<file path="config.mk">
export PLATFORM = sky130hd
export DESIGN_NAME = if_prefetch
export DESIGN_NICKNAME = d
export VERILOG_FILES = /design/src/rtl/mips32_pkg.sv /design/src/rtl/sync_fifo.sv /design/src/rtl/if_prefetch.sv
export SDC_FILE = /design/constraint.sdc
export NUM_CORES = 1
export LEC_CHECK = 0
export ABC_CLOCK_PERIOD_IN_PS = 10510
export BUFFER_PORTS_ARGS = -buffer_cell sky130_fd_sc_hd__buf_4
export CAP_MARGIN = 20
export CORE_MARGIN = 1
export CORE_UTILIZATION = 55
export DETAILED_ROUTE_END_ITERATION = 8
export MAX_ROUTING_LAYER = met4
export PLACE_DENSITY_LB_ADDON = 0.08
export SETUP_SLACK_MARGIN = 0.15
export SYNTH_ARGS = -nofsm -noshare
export SYNTH_HDL_FRONTEND = slang
export SYNTH_HIERARCHICAL = 1
export SYNTH_SLANG_ARGS = --single-unit
</file>
<file path="constraint.sdc">
create_clock -name clk1 -period 10.51 [get_ports clk1]
set_input_delay 1.5765 -clock clk1 [delete_from_list [all_inputs] [get_ports clk1]]
set_output_delay 1.5765 -clock clk1 [all_outputs]
set_load 0.01 [all_outputs]
</file>
<file path="src/rtl/mips32_pkg.sv">
// Shared MIPS32 definitions: opcodes, instruction-type codes and instruction field positions.
package mips32_pkg;

  localparam logic [5:0] ADD   = 6'b000000;
  localparam logic [5:0] SUB   = 6'b000001;
  localparam logic [5:0] AND   = 6'b000010;
  localparam logic [5:0] OR    = 6'b000011;
  localparam logic [5:0] SLT   = 6'b000100;
  localparam logic [5:0] MUL   = 6'b000101;
  localparam logic [5:0] LW    = 6'b001000;
  localparam logic [5:0] SW    = 6'b001001;
  localparam logic [5:0] ADDI  = 6'b001010;
  localparam logic [5:0] SUBI  = 6'b001011;
  localparam logic [5:0] SLTI  = 6'b001100;
  localparam logic [5:0] BNEQZ = 6'b001101;
  localparam logic [5:0] BEQZ  = 6'b001110;
  localparam logic [5:0] HLT   = 6'b111111;

  typedef enum logic [2:0] {
    RR_ALU = 3'd0,
    RM_ALU = 3'd1,
    LOAD   = 3'd2,
    STORE  = 3'd3,
    BRANCH = 3'd4,
    HALT   = 3'd5
  } instr_type_e;

  localparam int unsigned OP_MSB  = 31;
  localparam int unsigned OP_LSB  = 26;
  localparam int unsigned RS_MSB  = 25;
  localparam int unsigned RS_LSB  = 21;
  localparam int unsigned RT_MSB  = 20;
  localparam int unsigned RT_LSB  = 16;
  localparam int unsigned RD_MSB  = 15;
  localparam int unsigned RD_LSB  = 11;
  localparam int unsigned IMM_MSB = 15;
  localparam int unsigned IMM_LSB = 0;

endpackage

</file>
<file path="src/rtl/sync_fifo.sv">
// Single-clock FIFO with push/pop/flush; head is presented straight from the storage registers.
module sync_fifo #(
  parameter int unsigned  Width = 64,
  parameter int unsigned  Depth = 4,
  localparam int unsigned PtrW  = (Depth > 1) ? $clog2(Depth) : 1,
  localparam int unsigned CntW  = $clog2(Depth + 1)
) (
  input  logic             clk1,
  input  logic             rst,
  input  logic             push,
  input  logic [Width-1:0] push_data,
  input  logic             pop,
  input  logic             flush,
  output logic [CntW-1:0]  count,
  output logic [Width-1:0] head,
  output logic             not_empty
);

  logic [Width-1:0] mem_q [Depth];
  logic [Width-1:0] mem_d [Depth];
  logic [PtrW-1:0]  wr_ptr_q, wr_ptr_d, rd_ptr_q, rd_ptr_d;
  logic [CntW-1:0]  count_q, count_d;
  logic             do_push, do_pop;

  always_comb begin
    do_pop   = pop && (count_q != '0);
    // Accept a push into a full FIFO only when the head leaves in the same cycle.
    do_push  = push && ((count_q != CntW'(Depth)) || do_pop);
    mem_d    = mem_q;
    wr_ptr_d = wr_ptr_q;
    rd_ptr_d = rd_ptr_q;
    count_d  = count_q + CntW'(do_push) - CntW'(do_pop);
    if (do_push) begin
      mem_d[wr_ptr_q] = push_data;
      wr_ptr_d        = wr_ptr_q + PtrW'(1);
    end
    if (do_pop) begin
      rd_ptr_d = rd_ptr_q + PtrW'(1);
    end
    if (flush) begin
      wr_ptr_d = '0;
      rd_ptr_d = '0;
      count_d  = '0;
    end
  end

  always_ff @(posedge clk1 or posedge rst) begin
    if (rst) begin
      for (int i = 0; i < Depth; i++) begin
        mem_q[i] <= '0;
      end
      wr_ptr_q <= '0;
      rd_ptr_q <= '0;
      count_q  <= '0;
    end else begin
      mem_q    <= mem_d;
      wr_ptr_q <= wr_ptr_d;
      rd_ptr_q <= rd_ptr_d;
      count_q  <= count_d;
    end
  end

  assign count     = count_q;
  assign head      = mem_q[rd_ptr_q];
  assign not_empty = (count_q != '0);

endmodule

</file>
<file path="src/rtl/if_prefetch.sv">
// Instruction-fetch front end: PC counter, one outstanding imem read, and a prefetch FIFO to ID.
module if_prefetch
  import mips32_pkg::*;
#(
  parameter int unsigned  DEPTH = 4,
  parameter int unsigned  AW    = 10,
  localparam int unsigned CW    = $clog2(DEPTH + 1)
) (
  input  logic          clk1,
  input  logic          rst,
  output logic          imem_req,
  output logic [AW-1:0] imem_addr,
  input  logic [31:0]   imem_rdata,
  input  logic          redirect,
  input  logic [31:0]   redirect_pc,
  output logic          out_valid,
  input  logic          out_ready,
  output logic [31:0]   out_ir,
  output logic [31:0]   out_npc,
  output logic          halted,
  output logic [CW-1:0] occupancy
);

  logic [31:0] pc_q, pc_d, inflight_npc_q, inflight_npc_d;
  logic        inflight_q, inflight_d, stop_q, stop_d;
  logic [CW:0] credit_used;
  logic        issue, push, pop, is_hlt;
  logic [63:0] fifo_head;

  always_comb begin
    credit_used    = {1'b0, occupancy} + {{CW{1'b0}}, inflight_q};
    issue          = !stop_q && !redirect && (credit_used < (CW + 1)'(DEPTH));
    is_hlt         = (imem_rdata[OP_MSB:OP_LSB] == HLT);
    // stop_q already set means this response was issued alongside the HLT response: drop it.
    push           = inflight_q && !stop_q && !redirect;
    pop            = out_valid && out_ready;
    pc_d           = pc_q;
    inflight_npc_d = inflight_npc_q;
    inflight_d     = issue;
    stop_d         = stop_q;
    if (redirect) begin
      pc_d   = redirect_pc;
      stop_d = 1'b0;
    end else begin
      if (issue) begin
        pc_d           = pc_q + 32'd1;
        inflight_npc_d = pc_q + 32'd1;
      end
      if (push && is_hlt) begin
        stop_d = 1'b1;
      end
    end
  end

  always_ff @(posedge clk1 or posedge rst) begin
    if (rst) begin
      pc_q           <= '0;
      inflight_npc_q <= '0;
      inflight_q     <= 1'b0;
      stop_q         <= 1'b0;
    end else begin
      pc_q           <= pc_d;
      inflight_npc_q <= inflight_npc_d;
      inflight_q     <= inflight_d;
      stop_q         <= stop_d;
    end
  end

  sync_fifo #(
    .Width (64),
    .Depth (DEPTH)
  ) u_fifo (
    .clk1      (clk1),
    .rst       (rst),
    .push      (push),
    .push_data ({imem_rdata, inflight_npc_q}),
    .pop       (pop),
    .flush     (redirect),
    .count     (occupancy),
    .head      (fifo_head),
    .not_empty (out_valid)
  );

  // Gate with rst so the request drops the moment reset is asserted.
  assign imem_req  = issue && !rst;
  assign imem_addr = pc_q[AW-1:0];
  assign out_ir    = fifo_head[63:32];
  assign out_npc   = fifo_head[31:0];
  assign halted    = stop_q;

endmodule

</file>
# [Yosys cells after proc, flatten, opt, wreduce, memory -nomap -nowiden]
# Index checks and enable logic that the tools add are counted.
[op_classes] addsub=6 n_mul=0 div=0 magnitude_cmp=4 eq_ne=2 shifts=0 mux=15 n_bitwise=3 n_reduce_logical=20
[op_table] cell="$bwmux W256" count=1
[op_table] cell="$mux W64" count=3
[op_table] cell="$bmux W64 S2" count=1
[op_table] cell="$demux W64 S2" count=1
[op_table] cell="$mux W32" count=2
[op_table] cell="$add A32 B1 Y32 const B" count=1
[op_table] cell="$logic_and A1 B1 Y1" count=10
[op_table] cell="$mux W2" count=4
[op_table] cell="$reduce_bool A2 Y1" count=4
[op_table] cell="$eq A6 B6 Y1 const B" count=1
[op_table] cell="$ge A3 B3 Y1 const B" count=2
[op_table] cell="$not A2 Y3" count=2
[op_table] cell="$add A2 B1 Y2 const B" count=2
[op_table] cell="$add A3 B1 Y4" count=1
[op_table] cell="$lt A4 B3 Y1 const B" count=1
[op_table] cell="$add A3 B1 Y3" count=1
[op_table] cell="$logic_not A1 Y1" count=3
[op_table] cell="$lt A3 B1 Y1 const B" count=1
[op_table] cell="$mux W3" count=1
[op_table] cell="$ne A3 B3 Y1 const B" count=1
[op_table] cell="$reduce_bool A3 Y1" count=1
[op_table] cell="$sub A3 B1 Y3" count=1
[op_table] cell="$mux W1" count=2
[op_table] cell="$reduce_and A2 Y1" count=1
[op_table] cell="other kinds (2)" count=2
[totals] register_bits=329 latchBits=0 ramBits=0 mem_bits_ro=0 input_bits=68 output_inout_bits=80 wordCells=61 memories=0

# [Depth between registers and ports, before layout]
[logic_depth] depth_word=8 ltp_mapped=12 mapped_depth_nobuf=12

# [Cells and area by module]
# Netlist, hierarchy kept.
[by_module_without_submodules] module="sync_fifo" n_inst=1 cells_each=663 area_each_um2=11546.1 seq_area_each_um2=6581.3
[by_module_without_submodules] module="if_prefetch" n_inst=1 cells_each=375 area_each_um2=3513.4 seq_area_each_um2=1651.6

# [Worst setup path after synthesis]
# No wires, ideal clock.
[synth_timing] kind="input -> output" startpoint="in redirect" endpoint="out imem_req" arrival_ns=2.953 required_time_ns=8.934 slack_ns=5.981 path_stages=6 n_path_buf=3 path_cell_list="or2_1 -> a311o_1 -> clkbuf_1 -> clkbuf_1 -> clkbuf_1 -> nor2_1"
[synth_via] elab_chain_len=4
[synth_rtl] item="from (decl)" line="if_prefetch.sv:14" source="input logic redirect,"
[synth_rtl] item="$logic_not A1 Y1" line="if_prefetch.sv:32" source="issue = !stop_q && !redirect && (credit_used < (CW + 1)'(DEPTH));"
[synth_rtl] item="$logic_and A1 B1 Y1 (2 in a row)" line="if_prefetch.sv:32"
[synth_rtl] item="$logic_and A1 B1 Y1" line="if_prefetch.sv:85" source="assign imem_req = issue && !rst;"
[synth_rtl] item="to (decl)" line="if_prefetch.sv:11" source="output logic imem_req,"
# No other way between the ends.

# [Final worst setup path]
# Same ends and word-level chain as after synthesis.

==> flow_summary.ini <==
[run_status]
outcome = completed

[cts]
clockBufferDepth = 3
tritoncts.num_buffers = 36
cts.reportedPaths.clkPinSlew_ps = 50
clock_sinks = 329
cts_hold_repair.buffers = 0
cts_htree_levels = 2
cts_tree = done
clk_root_buffer_cell = clkbuf_16
ctsResizeCount = 0
post_cts_repair_setup_buffers = 0
clock_latency_ps = 510

[global_routing]
grt_max_degree = 109
antenna_found_initial = 0
grt_pass1_vias = 9436
first_pass_grt_wire_length_um = 51900
grt_usage_pct = 24.3
grt-ovfl-total = 0

[logic_synthesis]
synth_top_cell_by_area = dfrtp_1
yosys_register_bits = 329
synth_top_flop_cell = dfrtp_1
yosys-top-cells-area = dfrtp_1 55%, mux2_2 19%, mux4_2 9.6%, buf_6 1.9%, nand2_1 1.6%
synth_nets = 1114
synth_top_area_share_pct = 54.7
mappedNetlistArea_mm2 = 0.0151
yosys.cell_count.top_type = dfrtp_1
synthTopCellsByCount = 329 x dfrtp_1, 256 x mux2_2, 66 x nand2_1
avgSynthCellArea_um2 = 14.5
synthesized_instance_count = 1038
synth.yosys.seq_area_share_pct = 54.7
synth-edff-count = 0
synth-async-reset-ratio_pct = 100
yosys_warnings = 6
netlist-cell-type-count = 50

[worst_setup_path]
critPathMaxStageDelay_ps = 520
worst_setup_path_start_kind = input port
cp-end-kind = output pin
worst-setup-path-type = in -> out
crit_path_cell_trace = buf_4 -> or2_1 -> a311o_2 -> nor2_1 -> buf_4
worst-path-max-fanout = 50
crit_path_start = redirect
setup.worst_path.end = imem_req
worstReg2RegStart = u_fifo/count[1]
reg_to_reg_critical_path_endpoint = u_fifo/count[2]
arrival_time_reported_for_the_critical_path_endpoint_ps = 2980
path_common_cell = buf_4
crit_slowest_cell = a311o_2
r2r.worst_path.cells = 12
worstPathRequired_ps = 8930
r2r_setup_slack_ps = 7120

[routing]
final_wirelength_um = 31500
wire_per_inst_um = 20.6
detail_route.first_pass.iterations = 4
first_iter_violations = 448
viasPerCell = 5.81
remaining_drc_errors = 0
via_count = 8893
remaining_number_of_nets_flagged_by_the_antenna_check_after_routing = 0

[sta]
clock.fmax_mhz = 219
min_period_over_period_pct = 43.4
hold_ws_ps = 497
totalNegativeSetupSlack_ps = 0
worst_slew_margin_rel_pct = 31.0
setup_viol_count_final = 0
post_layout_min_period_ps = 4560
worst_tran_pin_value_ps = 1030
worst_clock_skew_ps = 10.6
unrepaired_setup_endpoints_after_global_routing = false
final-max-slew-violation-count = 0
layout_setup_ws_ps = 5950
final-hold-violation-count = 0

[power]
p_leak_nw = 7.80
max-vdd-ir-drop_uv = 186
powerDensity_mw_per_mm2 = 258

[floorplan]
start_util_pct = 56.0
fp.dieW_um = 167
number_of_placement_rows = 60
coreArea_mm2 = 0.0269
die_h_um = 167
boundaryPins = 148
design.die.area_mm2 = 0.0280

[placement]
dpl_worst_slack_ps = 5850
last_weighted_congestion_value_of_the_routability_driven_placer = 0.786
numPortBuffers = 147
dp.final_hpwl_um = 19000

[run]
drv.max_cap_violation_count = 0

[finish]
diodes = 0
post_route_cells_drive_above_1_share_pct = 47.1
layout.filler_cells = 2054
syn2layout_area_growth_pct = 15.9
layout.nets = 1239

[hold_path]
holdCritPathClass = reg -> reg
-- state kept, by name, summed over array words and instances (netlist names) --
| name | count |
|---|---|
| u_fifo/wr_ptr_q | 2 |
| inflight_q | 1 |
| inflight_npc_q | 32 |
| pc_q | 32 |
| u_fifo/mem_q | 256 |
| halted | 1 |
| u_fifo/rd_ptr_q | 2 |
| u_fifo/count | 3 |
-- worst max-delay path, delay by kind of cell --
family / cells / cell delay (ps)
AO/OA/AOI/OAI: 1 / 520
AND/OR/NAND/NOR: 2 / 460
buffers and inverters: 2 / 400
-- logic make-up (layout without fill, tap and decap cells) --
kind of cell / after synthesis / after routing / synth area share, %
adder cells (fa/ha/maj): 8 / 8 / 0.715
flip-flops: 329 / 329 / 54.7
AO/OA/AOI/OAI: 99 / 99 / 4.59
multiplexers: 321 / 321 / 28.8
XOR/XNOR: 31 / 31 / 1.80
buffers and inverters: 82 / 234 / 3.65
AND/OR/NAND/NOR: 168 / 168 / 5.79
-- final cells by class --
| class | instances | area [µm²] | share of cell area [%] |
|---|---|---|---|
| Clock buffer | 54 | 1070 | 6.13 |
| Clock inverter | 11 | 166 | 0.953 |
| Inverter | 10 | 45.0 | 0.258 |
| Multi-Input combinational cell | 627 | 6300 | 36.1 |
| Sequential cell | 329 | 8240 | 47.2 |
| Tap cell | 341 | 427 | 2.44 |
| Timing Repair Buffer | 159 | 1210 | 6.95 |
-- per-layer routing --
layer  routed length, µm  vias to the layer above  part of all wire (%)  global-route usage [%]
met1               14400                     4616                    46                    33.4
li1                    -                     4059                     -                       -
met5                   0                        -                     0                       -
met3                1420                       40                   4.5                    4.30
met2               15200                      178                    48                    37.9
met4                 497                        0                   1.6                    5.62
-- where the power goes --
group	switching (W)	internal, W	total [W]
Clock	0.000498	0.000804	0.00130
Combinational	0.000490	0.000763	0.00125
Sequential	0.000279	0.00167	0.00195
-- worst min-delay path by stage --
stage | end | cells past startpoint | start | slack, ps
4_1_cts | u_fifo/mem_q[134] | 1 | u_fifo/mem_q[134] | 500
2_1_floorplan | u_fifo/mem_q[100] | 1 | u_fifo/mem_q[100] | 480
3_3_place_gp | u_fifo/mem_q[132] | 1 | u_fifo/mem_q[132] | 480
5_1_grt | u_fifo/mem_q[13] | 1 | u_fifo/mem_q[13] | 510
3_5_place_dp | u_fifo/mem_q[128] | 1 | u_fifo/mem_q[128] | 490
6_report | u_fifo/mem_q[134] | 1 | u_fifo/mem_q[134] | 500
-- layout by cell type (no fill, tap or decap), drive strengths merged, types with 7 or more instances in the layout --
| cell type | n |
|---|---|
| dfrtp | 329 |
| mux2 | 256 |
| buf | 159 |
| nand2 | 67 |
| mux4 | 64 |
| clkbuf | 54 |
| o21ai | 53 |
| nor2 | 25 |
| xnor2 | 16 |
| xor2 | 15 |
| nand4 | 14 |
| inv | 13 |
| a22oi | 12 |
| nor3 | 12 |
| a221o | 10 |
| nand3 | 9 |
| o311ai | 9 |
| and4 | 8 |
| and2 | 7 |
| ha | 7 |
-- per-stage QoR --
| stage | utilization (%) | cells | total power [W] | area [µm²] |
|---|---|---|---|---|
| after floorplan | - | 1038 | 0.00276 | 15100 |
| after global placement | 60.3 | 1465 | 0.00319 | 16200 |
| after detailed placement | 60.3 | 1465 | 0.00324 | 16200 |
| after CTS | 64.9 | 1530 | 0.00456 | 17400 |
| after global routing | 65.0 | 1531 | 0.00476 | 17500 |
| final | 65.0 | 1531 | 0.00450 | 17500 |
No activity file was read; power rests on OpenSTA's default activity.
